<file path="config.mk">
export PLATFORM = sky130hd
export DESIGN_NAME = midi_uart_rx
export DESIGN_NICKNAME = d
export VERILOG_FILES = /design/src/rtl/midi_pkg.sv /design/src/rtl/shift_reg.sv /design/src/rtl/midi_uart_rx.sv
export SDC_FILE = /design/constraint.sdc
export NUM_CORES = 1
export LEC_CHECK = 0
export ABC_CLOCK_PERIOD_IN_PS = 1600
export CORE_MARGIN = 2
export CORE_UTILIZATION = 51
export DETAILED_ROUTE_END_ITERATION = 6
export GPL_TIMING_DRIVEN = 0
export PLACE_DENSITY = 0.78
export SYNTH_ARGS = -nofsm -noshare
export SYNTH_HDL_FRONTEND = slang
export SYNTH_SLANG_ARGS = --single-unit
</file>
<file path="constraint.sdc">
create_clock -name i_clk -period 1.6 [get_ports i_clk]
set_input_delay 0.32 -clock i_clk [delete_from_list [all_inputs] [get_ports i_clk]]
set_output_delay 0.32 -clock i_clk [all_outputs]
set_load 0.01 [all_outputs]
</file>
<file path="src/rtl/midi_pkg.sv">
// Shared definitions for the MIDI serial receiver: FSM encoding and bit-rate defaults.
package midi_pkg;

    typedef enum logic [1:0] {
        S_IDLE  = 2'd0,
        S_START = 2'd1,
        S_DATA  = 2'd2,
        S_STOP  = 2'd3
    } state_t;

    localparam int unsigned MIDI_BAUD        = 31250;
    // 50 MHz system clock / 31250 baud
    localparam int unsigned CLKS_PER_BIT_DEF = 1600;

endpackage

</file>
<file path="src/rtl/shift_reg.sv">
// Generic W-bit serial-in shift register with synchronous clear and clock enable.
module shift_reg #(
    parameter int unsigned W   = 8,
    parameter bit          DIR = 1'b1  // 1: shift right (new bit enters at MSB)
) (
    input  logic         i_clk,
    input  logic         i_clr,
    input  logic         i_ce,
    input  logic         i_d,
    output logic [W-1:0] o_q
);

    logic [W-1:0] r_q;

    always_ff @(posedge i_clk) begin
        if (i_clr) begin
            r_q <= '0;
        end else if (i_ce) begin
            if (DIR) begin
                r_q <= {i_d, r_q[W-1:1]};
            end else begin
                r_q <= {r_q[W-2:0], i_d};
            end
        end
    end

    assign o_q = r_q;

endmodule

</file>
<file path="src/rtl/midi_uart_rx.sv">
// MIDI 8N1 receiver: synchronises RX, samples mid-bit, and strobes each framed byte to the parser.
module midi_uart_rx
    import midi_pkg::*;
#(
    parameter int unsigned CLKS_PER_BIT = CLKS_PER_BIT_DEF,
    parameter int unsigned CNT_W        = 11
) (
    input  logic       i_clk,
    input  logic       i_rst,
    input  logic       i_rx,
    output logic [7:0] o_data,
    output logic       o_valid,
    output logic       o_frame_err,
    output logic       o_busy
);

    localparam logic [CNT_W-1:0] HALF_M1 = CNT_W'(CLKS_PER_BIT / 2 - 1);
    localparam logic [CNT_W-1:0] FULL_M1 = CNT_W'(CLKS_PER_BIT - 1);

    logic             r_sync1, r_rx_s, r_rx_d;
    state_t           r_state, w_state_nxt;
    logic [CNT_W-1:0] r_cnt, w_cnt_nxt;
    logic [2:0]       r_bitn, w_bitn_nxt;
    logic [7:0]       r_data, w_data_nxt;
    logic             r_valid, w_valid_nxt;
    logic             r_ferr, w_ferr_nxt;
    logic             w_ce;
    logic [7:0]       w_q;

    shift_reg #(
        .W   (8),
        .DIR (1'b1)
    ) u_shift_reg (
        .i_clk (i_clk),
        .i_clr (i_rst),
        .i_ce  (w_ce),
        .i_d   (r_rx_s),
        .o_q   (w_q)
    );

    always_ff @(posedge i_clk) begin
        if (i_rst) begin
            r_sync1 <= 1'b1;
            r_rx_s  <= 1'b1;
            r_rx_d  <= 1'b1;
            r_state <= S_IDLE;
            r_cnt   <= '0;
            r_bitn  <= '0;
            r_data  <= '0;
            r_valid <= 1'b0;
            r_ferr  <= 1'b0;
        end else begin
            r_sync1 <= i_rx;
            r_rx_s  <= r_sync1;
            r_rx_d  <= r_rx_s;
            r_state <= w_state_nxt;
            r_cnt   <= w_cnt_nxt;
            r_bitn  <= w_bitn_nxt;
            r_data  <= w_data_nxt;
            r_valid <= w_valid_nxt;
            r_ferr  <= w_ferr_nxt;
        end
    end

    always_comb begin
        w_state_nxt = r_state;
        w_cnt_nxt   = r_cnt;
        w_bitn_nxt  = r_bitn;
        w_data_nxt  = r_data;
        w_valid_nxt = 1'b0;
        w_ferr_nxt  = 1'b0;
        w_ce        = 1'b0;
        case (r_state)
            S_IDLE: begin
                // Edge, not level: a line stuck low cannot re-trigger
                if (r_rx_d && !r_rx_s) begin
                    w_state_nxt = S_START;
                    w_cnt_nxt   = '0;
                end
            end
            S_START: begin
                if (r_cnt == HALF_M1) begin
                    w_cnt_nxt   = '0;
                    w_bitn_nxt  = '0;
                    w_state_nxt = r_rx_s ? S_IDLE : S_DATA;
                end else begin
                    w_cnt_nxt = r_cnt + 1'b1;
                end
            end
            S_DATA: begin
                if (r_cnt == FULL_M1) begin
                    w_ce       = 1'b1;
                    w_cnt_nxt  = '0;
                    w_bitn_nxt = r_bitn + 1'b1;
                    if (r_bitn == 3'd7) begin
                        w_state_nxt = S_STOP;
                    end
                end else begin
                    w_cnt_nxt = r_cnt + 1'b1;
                end
            end
            S_STOP: begin
                // Leaving at mid-stop-bit lets a back-to-back start edge be caught
                if (r_cnt == FULL_M1) begin
                    w_cnt_nxt   = '0;
                    w_state_nxt = S_IDLE;
                    if (r_rx_s) begin
                        w_data_nxt  = w_q;
                        w_valid_nxt = 1'b1;
                    end else begin
                        w_ferr_nxt = 1'b1;
                    end
                end else begin
                    w_cnt_nxt = r_cnt + 1'b1;
                end
            end
            default: w_state_nxt = S_IDLE;
        endcase
    end

    assign o_data      = r_data;
    assign o_valid     = r_valid;
    assign o_frame_err = r_ferr;
    assign o_busy      = (r_state != S_IDLE);

endmodule

</file>
# Word-level counts from Yosys, hierarchy flattened

Cells that the tools add are included.
Widths: inputs -> output; s select.

Bitwise logic cells: 2
Mux-type cells: 18
Eq/ne operators: 11
Add/sub/neg operators: 2
Reductions and logical operators: 10

Operators with widths:

| operator              | number |
|---|---|
| $mux 11               | 3 |
| $pmux 11 s3           | 1 |
| $mux 2                | 6 |
| $add 11x1->11 const B | 1 |
| $eq 11x10->1 const B  | 1 |
| $eq 11x11->1 const B  | 1 |
| $ne 2x2->1 const B    | 5 |
| $pmux 2 s4            | 1 |
| $mux 3                | 2 |
| $pmux 3 s2            | 1 |
| $reduce_and 3->1      | 2 |
| $reduce_and 5->1      | 1 |
| $eq 2x2->1 const B    | 2 |
| $mux 1                | 4 |
| $reduce_bool 2->1     | 2 |
| $add 3x1->3 const B   | 1 |
| $eq 3x3->1 const B    | 1 |
| $reduce_or 3->1       | 1 |
| $eq 2x1->1 const B    | 1 |
| $logic_not 2->1       | 1 |
| $not 1->1             | 2 |
| $reduce_or 2->1       | 1 |
| $logic_and 1x1->1     | 1 |
| $logic_not 1->1       | 1 |

Flip-flop bits (word level): 37
Output and inout port bits: 11
Logic and storage cells: 53
Bits of input ports: 3

# Logic depth before layout (Yosys ltp)

Word-level depth: 4
Gate-level depth with buffers: 7
Gate-level depth less buffers: 6

# By module

Synthesis repeated with hierarchy kept, for this count alone.

Cells, all modules: 180
Area total of the unflattened synthesis: 1709.1 um2

Modules (own cells, without submodules):

| module       | area each (um2) | sequential area each (um2) | instances | cells an instance |
|---|---|---|---|---|
| midi_uart_rx | 1423.9          | 580.6                      | 1         | 154 |
| shift_reg    | 285.3           | 160.2                      | 1         | 26 |

# Worst setup path before layout

Ideal clock, no wire load.

Path type: reg-to-reg
From: register r_cnt[0]
To: register r_cnt[10]
Cell stages (with the launch flop): 7
Required time: 1.526 ns
Clock period less this slack: 1.696 ns
Arrival time: 1.622 ns
Setup slack: -0.096 ns
Setup time: 0.074 ns
Path buffers: 0
Path through: dfxtp_1 > ha_1 > and3_2 > a311o_2 > a21oi_4 > a41oi_1 > a31oi_1

Cells in the longest elaborated chain, start to end: 3
Elaborated cells on any way between the ends: 6
Classes of those cells: add/sub: 1; eq/ne: 2; mux: 3

RTL lines:

| item                                        | RTL line                                                    | source |
|---|---|---|
| start: declaration                          | midi_uart_rx.sv:22                                          | `logic [CNT_W-1:0] r_cnt, w_cnt_nxt;` |
| start signal: assignment                    | midi_uart_rx.sv:57                                          | `r_cnt <= w_cnt_nxt;` |
| $add 11x1->11, or another cell as far along | midi_uart_rx.sv:87, midi_uart_rx.sv:99, midi_uart_rx.sv:114 |  |
| $mux 11, on equally long branches           | midi_uart_rx.sv:91, midi_uart_rx.sv:104, midi_uart_rx.sv:82 |  |
| $pmux 11 s3 *                               | midi_uart_rx.sv:73                                          | `case (r_state)` |

Mark *: on every way between the ends. The rest lies on a longest branch, timed or not.
A chain may end at the register's enable or synchronous reset.

# Final worst setup path

From: register r_cnt[8]
To: register r_cnt[9]

The elaborated chain is that of the path after synthesis.

==> results.json <==
{
  "die_x_um": 61.0,
  "fin_skew_ns": 0.0143,
  "die_y_um": 61.0,
  "finalWorstSetupSlack_ns": -0.243,
  "post_drt_wl_per_cell_um": 19.3,
  "synth_seq_cells": 37,
  "layout.nets": 232,
  "clk_path_buf_depth": 2,
  "clk_pin_slew_worst_paths_ns": 0.12,
  "min_path_type": "in -> reg",
  "crit_required_ns": 1.84,
  "vias": 1658,
  "r2r_cells": 7,
  "dp_slack_ns": -0.261,
  "io_pins": 14,
  "power_density_nw_per_um2": 633,
  "cts_sinks": 37,
  "ys.flop_type": "dfxtp_1",
  "fmax_mhz": 543,
  "synth_nets": 190,
  "track_usage_pct": 25.7,
  "cp.depth": 7,
  "ctsRootBufferMaster": "clkbuf_4",
  "finalMaxSlewViolations": 0,
  "cp_slowest_cell": "dfxtp_2",
  "yosysTopAreaCellShare_pct": 44.7,
  "worstHoldPathCells": 2,
  "route.detailed.drc": 0,
  "worst-path-buf-inv": 2,
  "grt_pass1_wl_mm": 6.90,
  "clk_latency_ns": 0.35,
  "gp_congestion": 0.827,
  "violations": "setup timing",
  "overflow": 0,
  "worst_slew_pin_slew_ns": 0.634,
  "synthArstFlopShare_pct": 0,
  "final-setup-viol-count": 32,
  "synth.most_common_cell": "dfxtp_1",
  "maxCapViolations": 0,
  "antenna_cells": 0,
  "critPathArrivalTime_ns": 2.09,
  "grt_pass1_vias": 1486,
  "wirelength_mm": 5.22,
  "ys_seq_area_share_pct": 44.7,
  "crit_path_cell_trace": "nand4b_1 -> buf_4 -> o31ai_4 -> buf_4 -> a21oi_4 -> a21bo_1 -> a22o_1",
  "syn_to_final_growth_pct": 44.8,
  "start_util_pct": 53.9,
  "cts_buffers": 5,
  "max-vdd-ir-drop_mv": 0.664,
  "critPathTopFamily": "compound AO/OA/AOI/OAI gates",
  "synth_warnings": 0,
  "synth-edff-count": 0,
  "relSlewSlack_pct": 57.8,
  "cp_max_fo": 7,
  "worstSetupEndpointType": "register",
  "portBuffers": 12,
  "whs_ns": 0.223,
  "p_leak_uw": 0.00100,
  "cts_hold_buf": 0,
  "synth_cells": 184,
  "viasPerCell": 6.12,
  "grt_max_degree": 12,
  "worstSetupStartpointType": "register",
  "first_iter_violations": 102,
  "ys_top_cells_by_count": "dfxtp_1, nand2_1, nor2_1, a21oi_1, nand3_1",
  "synth_area_um2": 1660,
  "cpMostUsedCell": "buf_4",
  "drt_pass1_iterations": 5,
  "period_share_pct": 115,
  "place_inst": 240,
  "yosys.area.top_type": "dfxtp_1",
  "hold_viol": 0,
  "floorplan.rows": 20,
  "status": "finished, violations left",
  "antenna_left": 0,
  "max_stage_delay_ns": 0.39,
  "cts_tree": "done",
  "antenna_found_initial": 0,
  "finalCriticalPeriod_ns": 1.84,
  "layoutNonFillerInstCount": 271,
  "htreeDepth": 2,
  "crit_type": "reg -> reg",
  "core_area_um2": 3080,
  "synth_area_leaders": "dfxtp_1, mux2i_1, a21oi_1",
  "die_area_um2": 3720,
  "grt_setup_unrepaired": "true",
  "yosysUniqueCellTypes": 43,
  "fin_setup_tns_ns": -3.60,
  "drive_gt1_share_pct": 43.6,
  "hpwl_mm": 2.24,
  "avgSynthCellArea_um2": 9.01
}
==> worst paths after layout <==
path                   end  startpoint  slack, ns
setup reg to reg  r_cnt[9]    r_cnt[8]      -0.24
setup / recovery  r_cnt[9]    r_cnt[8]      -0.24
hold reg to reg     r_rx_s     r_sync1       0.43
hold / removal      r_rx_d       i_rst       0.22
==> stage by stage <==
stage / util (%) / instance area [um2] / power [uW]
6_report: 78.0 / 2400 / 1520
5_1_grt: 78.0 / 2400 / 1590
4_1_cts: 69.3 / 2130 / 1500
3_5_place_dp: 60.7 / 1870 / 1030
3_3_place_gp: 60.7 / 1870 / 1030
2_1_floorplan: - / 1690 / 1010
==> layer usage <==
layer	vias up	wire, um	global-route usage [%]
li1	733	-	-
met1	791	1990	30.3
met2	107	2600	43.8
met3	27	411	6.51
met4	0	222	12.1
met5	-	0	0
==> sequential cells by signal, indices dropped and copies added, names as in the netlist, 3 cells and up, named ones only <==
name             count
o_data               8
r_bitn               3
r_cnt               11
u_shift_reg.o_q      8
==> cell type report <==
| cell class | instances | area (um2) |
|---|---|---|
| Clock inverter | 2 | 10.0 |
| Timing Repair Buffer | 36 | 352 |
| Fill cell | 203 | 677 |
| Inverter | 3 | 11.3 |
| Tap cell | 44 | 55.1 |
| Multi-Input combinational cell | 135 | 1100 |
| Sequential cell | 37 | 767 |
| Buffer | 8 | 63.8 |
| Clock buffer | 6 | 41.3 |
==> what timing repair did <==
action	CTS	global route
setup buffers	15	9
endpoints found under the hold margin	0	0
pin swaps	17	34
gates cloned	2	0
gates resized for setup	29	59
setup endpoints to repair	32	41
==> report_power, final <==
part / switching [uW] / internal (uW) / total [uW]
Combinational: 69.2 / 46.1 / 115
Sequential: 5.34 / 920 / 925
Clock: 311 / 167 / 479
==> placed cells by master (no fill, tap or decap), types with 3 or more instances in the layout <==
cell	netlist	final
dlymetal6s2s_1	0	7
a31oi_1	6	6
clkbuf_4	0	5
dfxtp_2	0	6
a21oi_2	1	13
nand3b_1	4	4
dfxtp_1	37	26
inv_1	3	3
nand2_1	22	12
clkdlybuf4s50_1	0	4
clkbuf_1	5	4
a21oi_1	17	4
buf_6	1	10
a21oi_4	2	4
mux2i_1	10	10
nor2_1	19	18
dfxtp_4	0	5
buf_4	1	16
or2_2	4	3
nand2_4	0	8
nand3_1	15	13
==> cell families (layout without fill, tap and decap cells) <==
logic type / Yosys count / after routing / share of synthesized area, %
buf+inv: 13 / 55 / 4.38
fa+ha+maj: 3 / 3 / 2.26
flops: 37 / 37 / 44.7
mux: 11 / 11 / 6.72
compound gates: 38 / 39 / 16.5
simple gates: 82 / 82 / 25.5
Power figures use the tool's default switching activity.
